**src/rtl/alu_pkg.sv**
```systemverilog
// Shared types and constants for the ALU operand sequencer.
// The optional button debounce is selected with the BTN_DEBOUNCE_EN macro.
package alu_pkg;

    localparam int DEF_DATA_W    = 4;
    localparam int DEF_CODE_W    = 3;
    localparam int DEF_DB_CYCLES = 16;

    typedef enum logic [1:0] {
        LOAD_A  = 2'd0,
        LOAD_B  = 2'd1,
        LOAD_OP = 2'd2,
        RUN     = 2'd3
    } state_e;

    localparam logic [2:0] OP_ADD = 3'd0;
    localparam logic [2:0] OP_SUB = 3'd1;
    localparam logic [2:0] OP_NOT = 3'd2;
    localparam logic [2:0] OP_AND = 3'd3;
    localparam logic [2:0] OP_OR  = 3'd4;
    localparam logic [2:0] OP_XOR = 3'd5;
    localparam logic [2:0] OP_LT  = 3'd6;
    localparam logic [2:0] OP_EQ  = 3'd7;

endpackage

```
**src/rtl/btn_cond.sv**
```systemverilog
// Button conditioner: 2-flop synchronizer, optional debounce (BTN_DEBOUNCE_EN),
// and a rising-edge detector that emits a single-cycle pulse per press.
module btn_cond #(
    parameter int DB_CYCLES = 16
) (
    input  logic clk,
    input  logic rst,
    input  logic btn,
    output logic pulse
);

    logic sync1;
    logic sync2;
    logic level;
    logic prev;
    logic seen;
    logic armed;

    if (DB_CYCLES < 1 || DB_CYCLES > 255) begin : g_db_range
        $error("btn_cond: DB_CYCLES must be in 1..255");
    end

    always_ff @(posedge clk or posedge rst) begin
        if (rst) begin
            sync1 <= 1'b0;
            sync2 <= 1'b0;
        end else begin
            sync1 <= btn;
            sync2 <= sync1;
        end
    end

`ifdef BTN_DEBOUNCE_EN
    logic [7:0] cnt;

    // Level follows the synchronized input only after DB_CYCLES consecutive disagreeing samples.
    always_ff @(posedge clk or posedge rst) begin
        if (rst) begin
            level <= 1'b0;
            cnt   <= 8'd0;
        end else if (sync2 == level) begin
            cnt <= 8'd0;
        end else if (cnt == 8'(DB_CYCLES - 1)) begin
            level <= sync2;
            cnt   <= 8'd0;
        end else begin
            cnt <= cnt + 8'd1;
        end
    end
`else
    assign level = sync2;
`endif

    // Pulses are only armed once the whole chain has been seen idle after reset,
    // so a button held through reset release cannot fire.
    always_ff @(posedge clk or posedge rst) begin
        if (rst) begin
            prev  <= 1'b0;
            seen  <= 1'b0;
            armed <= 1'b0;
        end else begin
            prev <= level;
            seen <= 1'b1;
            if (seen && !sync1 && !sync2 && !level)
                armed <= 1'b1;
        end
    end

    assign pulse = level & ~prev & armed;

endmodule

```
**src/rtl/alu_operand_seq.sv**
```systemverilog
// Steps operand A, operand B and opcode from switches into ALU-facing registers.
// Optional button debounce is compiled in with BTN_DEBOUNCE_EN.
module alu_operand_seq
    import alu_pkg::*;
#(
    parameter int DATA_W    = DEF_DATA_W,
    parameter int CODE_W    = DEF_CODE_W,
    parameter int DB_CYCLES = DEF_DB_CYCLES
) (
    input  logic              clk,
    input  logic              rst,
    input  logic [DATA_W-1:0] sw,
    input  logic              btn_step,
    input  logic              btn_clr,
    output logic [DATA_W-1:0] opa,
    output logic [DATA_W-1:0] opb,
    output logic [CODE_W-1:0] code,
    output logic              valid,
    output logic [1:0]        stage
);

    state_e state;
    logic   step_p;
    logic   clr_p;

    btn_cond #(.DB_CYCLES(DB_CYCLES)) u_step (
        .clk   (clk),
        .rst   (rst),
        .btn   (btn_step),
        .pulse (step_p)
    );

    btn_cond #(.DB_CYCLES(DB_CYCLES)) u_clr (
        .clk   (clk),
        .rst   (rst),
        .btn   (btn_clr),
        .pulse (clr_p)
    );

    // Clear outranks step when both pulse in the same cycle.
    always_ff @(posedge clk or posedge rst) begin
        if (rst) begin
            state <= LOAD_A;
            opa   <= '0;
            opb   <= '0;
            code  <= '0;
        end else if (clr_p) begin
            state <= LOAD_A;
            opa   <= '0;
            opb   <= '0;
            code  <= '0;
        end else if (step_p) begin
            unique case (state)
                LOAD_A: begin
                    opa   <= sw;
                    state <= LOAD_B;
                end
                LOAD_B: begin
                    opb   <= sw;
                    state <= LOAD_OP;
                end
                LOAD_OP: begin
                    code  <= sw[CODE_W-1:0];
                    state <= RUN;
                end
                RUN: begin
                    state <= LOAD_A;
                end
                default: begin
                    state <= LOAD_A;
                end
            endcase
        end
    end

    assign valid = (state == RUN);
    assign stage = state;

endmodule

```
**config.mk**
```make
export PLATFORM = sky130hd
export DESIGN_NAME = alu_operand_seq
export DESIGN_NICKNAME = d
export VERILOG_FILES = /design/src/rtl/alu_pkg.sv /design/src/rtl/btn_cond.sv /design/src/rtl/alu_operand_seq.sv
export SDC_FILE = /design/constraint.sdc
export NUM_CORES = 1
export LEC_CHECK = 0
export BUFFER_PORTS_ARGS = -buffer_cell sky130_fd_sc_hd__buf_4
export CAP_MARGIN = 20
export CORE_AREA = 2 2 47 49
export DETAILED_ROUTE_END_ITERATION = 7
export DIE_AREA = 0 0 49 51
export PLACE_DENSITY = 0.74
export SETUP_SLACK_MARGIN = 0.1
export SYNTH_ARGS = -nofsm -noshare
export SYNTH_HDL_FRONTEND = slang
export SYNTH_HIERARCHICAL = 1
export SYNTH_SLANG_ARGS = --single-unit
export TNS_END_PERCENT = 10
```
**constraint.sdc**
```tcl
create_clock -name clk -period 1.75 [get_ports clk]
set_clock_uncertainty 0.2 [all_clocks]
set_input_delay 0.2625 -clock clk [delete_from_list [all_inputs] [get_ports clk]]
set_output_delay 0.2625 -clock clk [all_outputs]
set_load 0.05 [all_outputs]
```
==> impl_metrics.sql <==
INSERT INTO impl_metrics (metric_group, metric, value, unit) VALUES
('outcome', 'run_status', 'finished, final reports clean', ''),
('clocking', 'cts_buffers', '3', ''),
('floorplan', 'num_rows', '17', ''),
('pwr', 'pwr-share-clk', '0.169', ''),
('critical_path', 'worstPathArrival', '1.09', 'ns'),
('finish', 'layout-area-overhead-vs-synth', '25.4', '%'),
('critical_path', 'worstPathMaxFanout', '5', ''),
('grt', 'initial_antenna_violation_count', '0', ''),
('critical_path', 'required_time_of_the_worst_setup_path', '1.29', 'ns'),
('sta', 'finalWorstPathRequiredPeriod', '1.56', 'ns'),
('critical_path', 'worst-r2r-setup-slack', '0.27', 'ns'),
('detailed_routing', 'drtAntennaViolNets', '0', ''),
('synthesis', 'yosys.cell_types.count', '16', ''),
('floorplan', 'die_w', '49', 'um'),
('clocking', 'clockRootBuffer', 'sky130_fd_sc_hd__clkbuf_4', ''),
('sta', 'timing.final.max_slew_violations', '0', ''),
('finish', 'final_cells', '133', ''),
('critical_path', 'critical_path.reg2reg.startpoint', 'u_step/prev', ''),
('grt', 'grt.total_usage', '0.147', ''),
('detailed_routing', 'detailroute.via_count', '617', ''),
('clocking', 'cts.reportedPaths.clkPinSlew', '0.12', 'ns'),
('placed_design', 'port_buffers', '21', ''),
('critical_path', 'worstRegToRegCells', '3', ''),
('sta', 'timing_worst_slew_pin_value', '0.523', 'ns'),
('placed_design', 'placed_cells', '126', ''),
('critical_path', 'path_class', 'reg2out', ''),
('detailed_routing', 'initialDrtViolationCount', '0', ''),
('sta', 'post-route-period-util', '0.889', ''),
('detailed_routing', 'drt_drc_violations_left', '0', ''),
('worst_hold_path', 'min_delay_worst_endpoint', 'opb[3]', ''),
('sta', 'setup_total_negative_slack', '0', 'ns'),
('floorplan', 'fp.dieArea', '2500', 'um2'),
('synthesis', 'synth.cell_area', '980', 'um2'),
('sta', 'finalSetupViolations', '0', ''),
('grt', 'via_count_of_the_first_global_routing_pass', '633', ''),
('worst_hold_path', 'hold_path.startpoint', 'sw[3]', ''),
('clocking', 'max-clock-path-buffers', '2', ''),
('detailed_routing', 'pre_repair_dr_iteration_count', '1', ''),
('critical_path', 'startpoint', 'stage[0]', ''),
('sta', 'hold-worst-slack', '0.0436', 'ns'),
('critical_path', 'regToRegEndpoint', 'code[2]', ''),
('clocking', 'ctsHtreeMaxLevel', '1', ''),
('detailed_routing', 'drt-vias-per-instance', '4.64', ''),
('synthesis', 'post_synth.cell_area_avg', '12.6', 'um2'),
('finish', 'diodes', '0', ''),
('pwr', 'pwr_density_cell', '1150', 'nW/um2'),
('pwr', 'swShare', '0.390', ''),
('synthesis', 'synth.yosys.seq_area_share', '0.587', ''),
('pwr', 'intPower', '0.000862', 'W'),
('detailed_routing', 'detail_route.wl_per_cell', '11.8', 'um'),
('sta', 'slew-limit-headroom', '0.651', ''),
('finish', 'final_nets', '119', ''),
('detailed_routing', 'wirelength', '1.56', 'mm'),
('job', 'max_cap_violations', '0', ''),
('floorplan', 'initial_standard_cell_utilization_of_the_core', '0.475', ''),
('worst_hold_path', 'whs_path_depth', '3', ''),
('placed_design', 'gp_routability_congestion', '0.683', ''),
('synthesis', 'synthesis.nets', '91', ''),
('synthesis', 'synth_seq_cells', '23', ''),
('pwr', 'p_switching', '0.000552', 'W'),
('synthesis', 'number_of_cells_produced_by_synthesis', '78', ''),
('finish', 'drive_gt1_frac', '0.276', ''),
('floorplan', 'floorplan.io_pins', '22', ''),
('pwr', 'ir_drop', '0.723', 'mV'),
('pwr', 'leakagePower', '0.625', 'nW'),
('pwr', 'design_power_total', '0.00141', 'W'),
('grt', 'largest_net_degree_at_the_start_of_global_routing', '14', ''),
('critical_path', 'end_kind', 'primary output', ''),
('pwr', 'power_frac_seq', '0.458', ''),
('clocking', 'cts_tree', 'yes', ''),
('grt', 'global_route_wire_length_before_repair', '2.71', 'mm'),
('floorplan', 'die_y', '51', 'um'),
('floorplan', 'fp.coreArea', '2060', 'um2'),
('clocking', 'clkLatencyLatePin', '0.31', 'ns'),
('synthesis', 'synth-warning-count', '6', ''),
('clocking', 'cts.sink_count', '23', ''),
('grt', 'globalRouteOverflowTotal', '0', ''),
('critical_path', 'start_kind', 'flop', ''),
('sta', 'fmaxAchievable', '643', 'MHz'),
('worst_hold_path', 'min-delay-path-class', 'in2reg', ''),
('pwr', 'comb_power_share', '0.373', ''),
('sta', 'rsz0062_at_grt', 'no', ''),
('placed_design', 'post-dp-hpwl', '1.23', 'mm'),
('sta', 'timing.final.hold_violations', '0', '');
[cells by family after synthesis]
group / count (synthesis) / share of synthesized area
adders and majority gates: 5 / 0.0639
DFF: 23 / 0.587
and+or+nand+nor: 28 / 0.175
muxes: 12 / 0.123
AOI/OAI and AO/OA: 1 / 0.00767
other: 2 / 0.00767
buffers and inverters: 7 / 0.0358
[critical path: stages (launching register included)]
cell,delay [ns]
sky130_fd_sc_hd__dfrtp_2,0.45
sky130_fd_sc_hd__ha_2,0.19
sky130_fd_sc_hd__buf_6,0.15
[power by group through the flow]
| stage | Clock (W) | Sequential, W | Combinational, W |
|---|---|---|---|
| global route | 0.000271 | 0.000659 | 0.000562 |
| floorplan | 0 | 0.000868 | 0.000161 |
| finish | 0.000238 | 0.000648 | 0.000527 |
| detailed placement | 0 | 0.000662 | 0.000524 |
| global placement | 0 | 0.000656 | 0.000515 |
| CTS | 0.000252 | 0.000651 | 0.000530 |
[layout make-up]
type | instances | area [um2]
Inverter | 5 | 18.8
Tap cell | 28 | 35.0
Fill cell | 176 | 835
Clock inverter | 1 | 5.00
Clock buffer | 3 | 22.5
Multi-Input combinational cell | 48 | 372
Sequential cell | 23 | 577
Timing Repair Buffer | 25 | 199
[through the flow]
stage          setup slack (ns)  cell area (um2)   util
2_1_floorplan            0.0752              981      -
3_3_place_gp              0.331             1160  0.565
3_5_place_dp              0.287             1160  0.565
4_1_cts                   0.132             1220  0.592
5_1_grt                   0.121             1230  0.596
6_report                  0.195             1230  0.596
[synth_stat cells (all sizes together)]
library cell / count / share of area
dfrtp: 23 / 0.59
nand2b: 15 / 0.096
mux2i: 12 / 0.12
ha: 5 / 0.064
inv: 5 / 0.019
nor2: 3 / 0.011
and2: 2 / 0.014
and3b: 2 / 0.018
buf: 2 / 0.017
conb: 2 / 0.0077
nand2: 2 / 0.0077
nor3b: 2 / 0.015
or2: 2 / 0.013
a211oi: 1 / 0.0077
[state kept, by name, summed over array words and instances (netlist names), 2 cells and up]
signal	flops
code	3
opa	4
opb	4
stage	2
[worst max path at each step]
stage / endpoint / slack [ns] / cells past startpoint
final: valid / 0.19 / 2
after global routing: valid / 0.12 / 2
after CTS: valid / 0.13 / 2
after detailed placement: code[2] / 0.29 / 4
after global placement: code[2] / 0.33 / 4
after floorplan: valid / 0.08 / 1
[cells in the final DEF, fill, tap and decap left out]
cell type and n:
sky130_fd_sc_hd__clkbuf_4 3, sky130_fd_sc_hd__ha_1 4, sky130_fd_sc_hd__dfrtp_2 1, sky130_fd_sc_hd__buf_6 1, sky130_fd_sc_hd__and2_0 1, sky130_fd_sc_hd__and2_2 1, sky130_fd_sc_hd__buf_4 21, sky130_fd_sc_hd__nand2b_1 15
sky130_fd_sc_hd__mux2i_1 12, sky130_fd_sc_hd__nor2_1 3, sky130_fd_sc_hd__a211oi_1 1, sky130_fd_sc_hd__conb_1 2, sky130_fd_sc_hd__nand2_1 2, sky130_fd_sc_hd__clkinv_2 1, sky130_fd_sc_hd__and3b_1 2, sky130_fd_sc_hd__dlygate4sd3_1 3
sky130_fd_sc_hd__dfrtp_1 22, sky130_fd_sc_hd__inv_1 5, sky130_fd_sc_hd__or2_1 2, sky130_fd_sc_hd__nor3b_1 2, sky130_fd_sc_hd__ha_2 1
[per-layer routing]
layer / global-route usage / part of all wire / vias to the layer above
li1: - / - / 299
met1: 0.166 / 0.42 / 304
met2: 0.258 / 0.54 / 12
met3: 0.0234 / 0.033 / 2
met4: 0.100 / 0.0090 / 0
met5: 0 / 0 / -
[repair_timing]
| action | CTS | global route |
|---|---|---|
| endpoints found under the setup margin | 0 | 1 |
| hold endpoints to repair | 25 | 0 |
| buffers inserted | 0 | 0 |
| gates resized for setup | 0 | 2 |
| hold buffers | 3 | 0 |
Note: power is estimated with default switching activity, not from simulation.
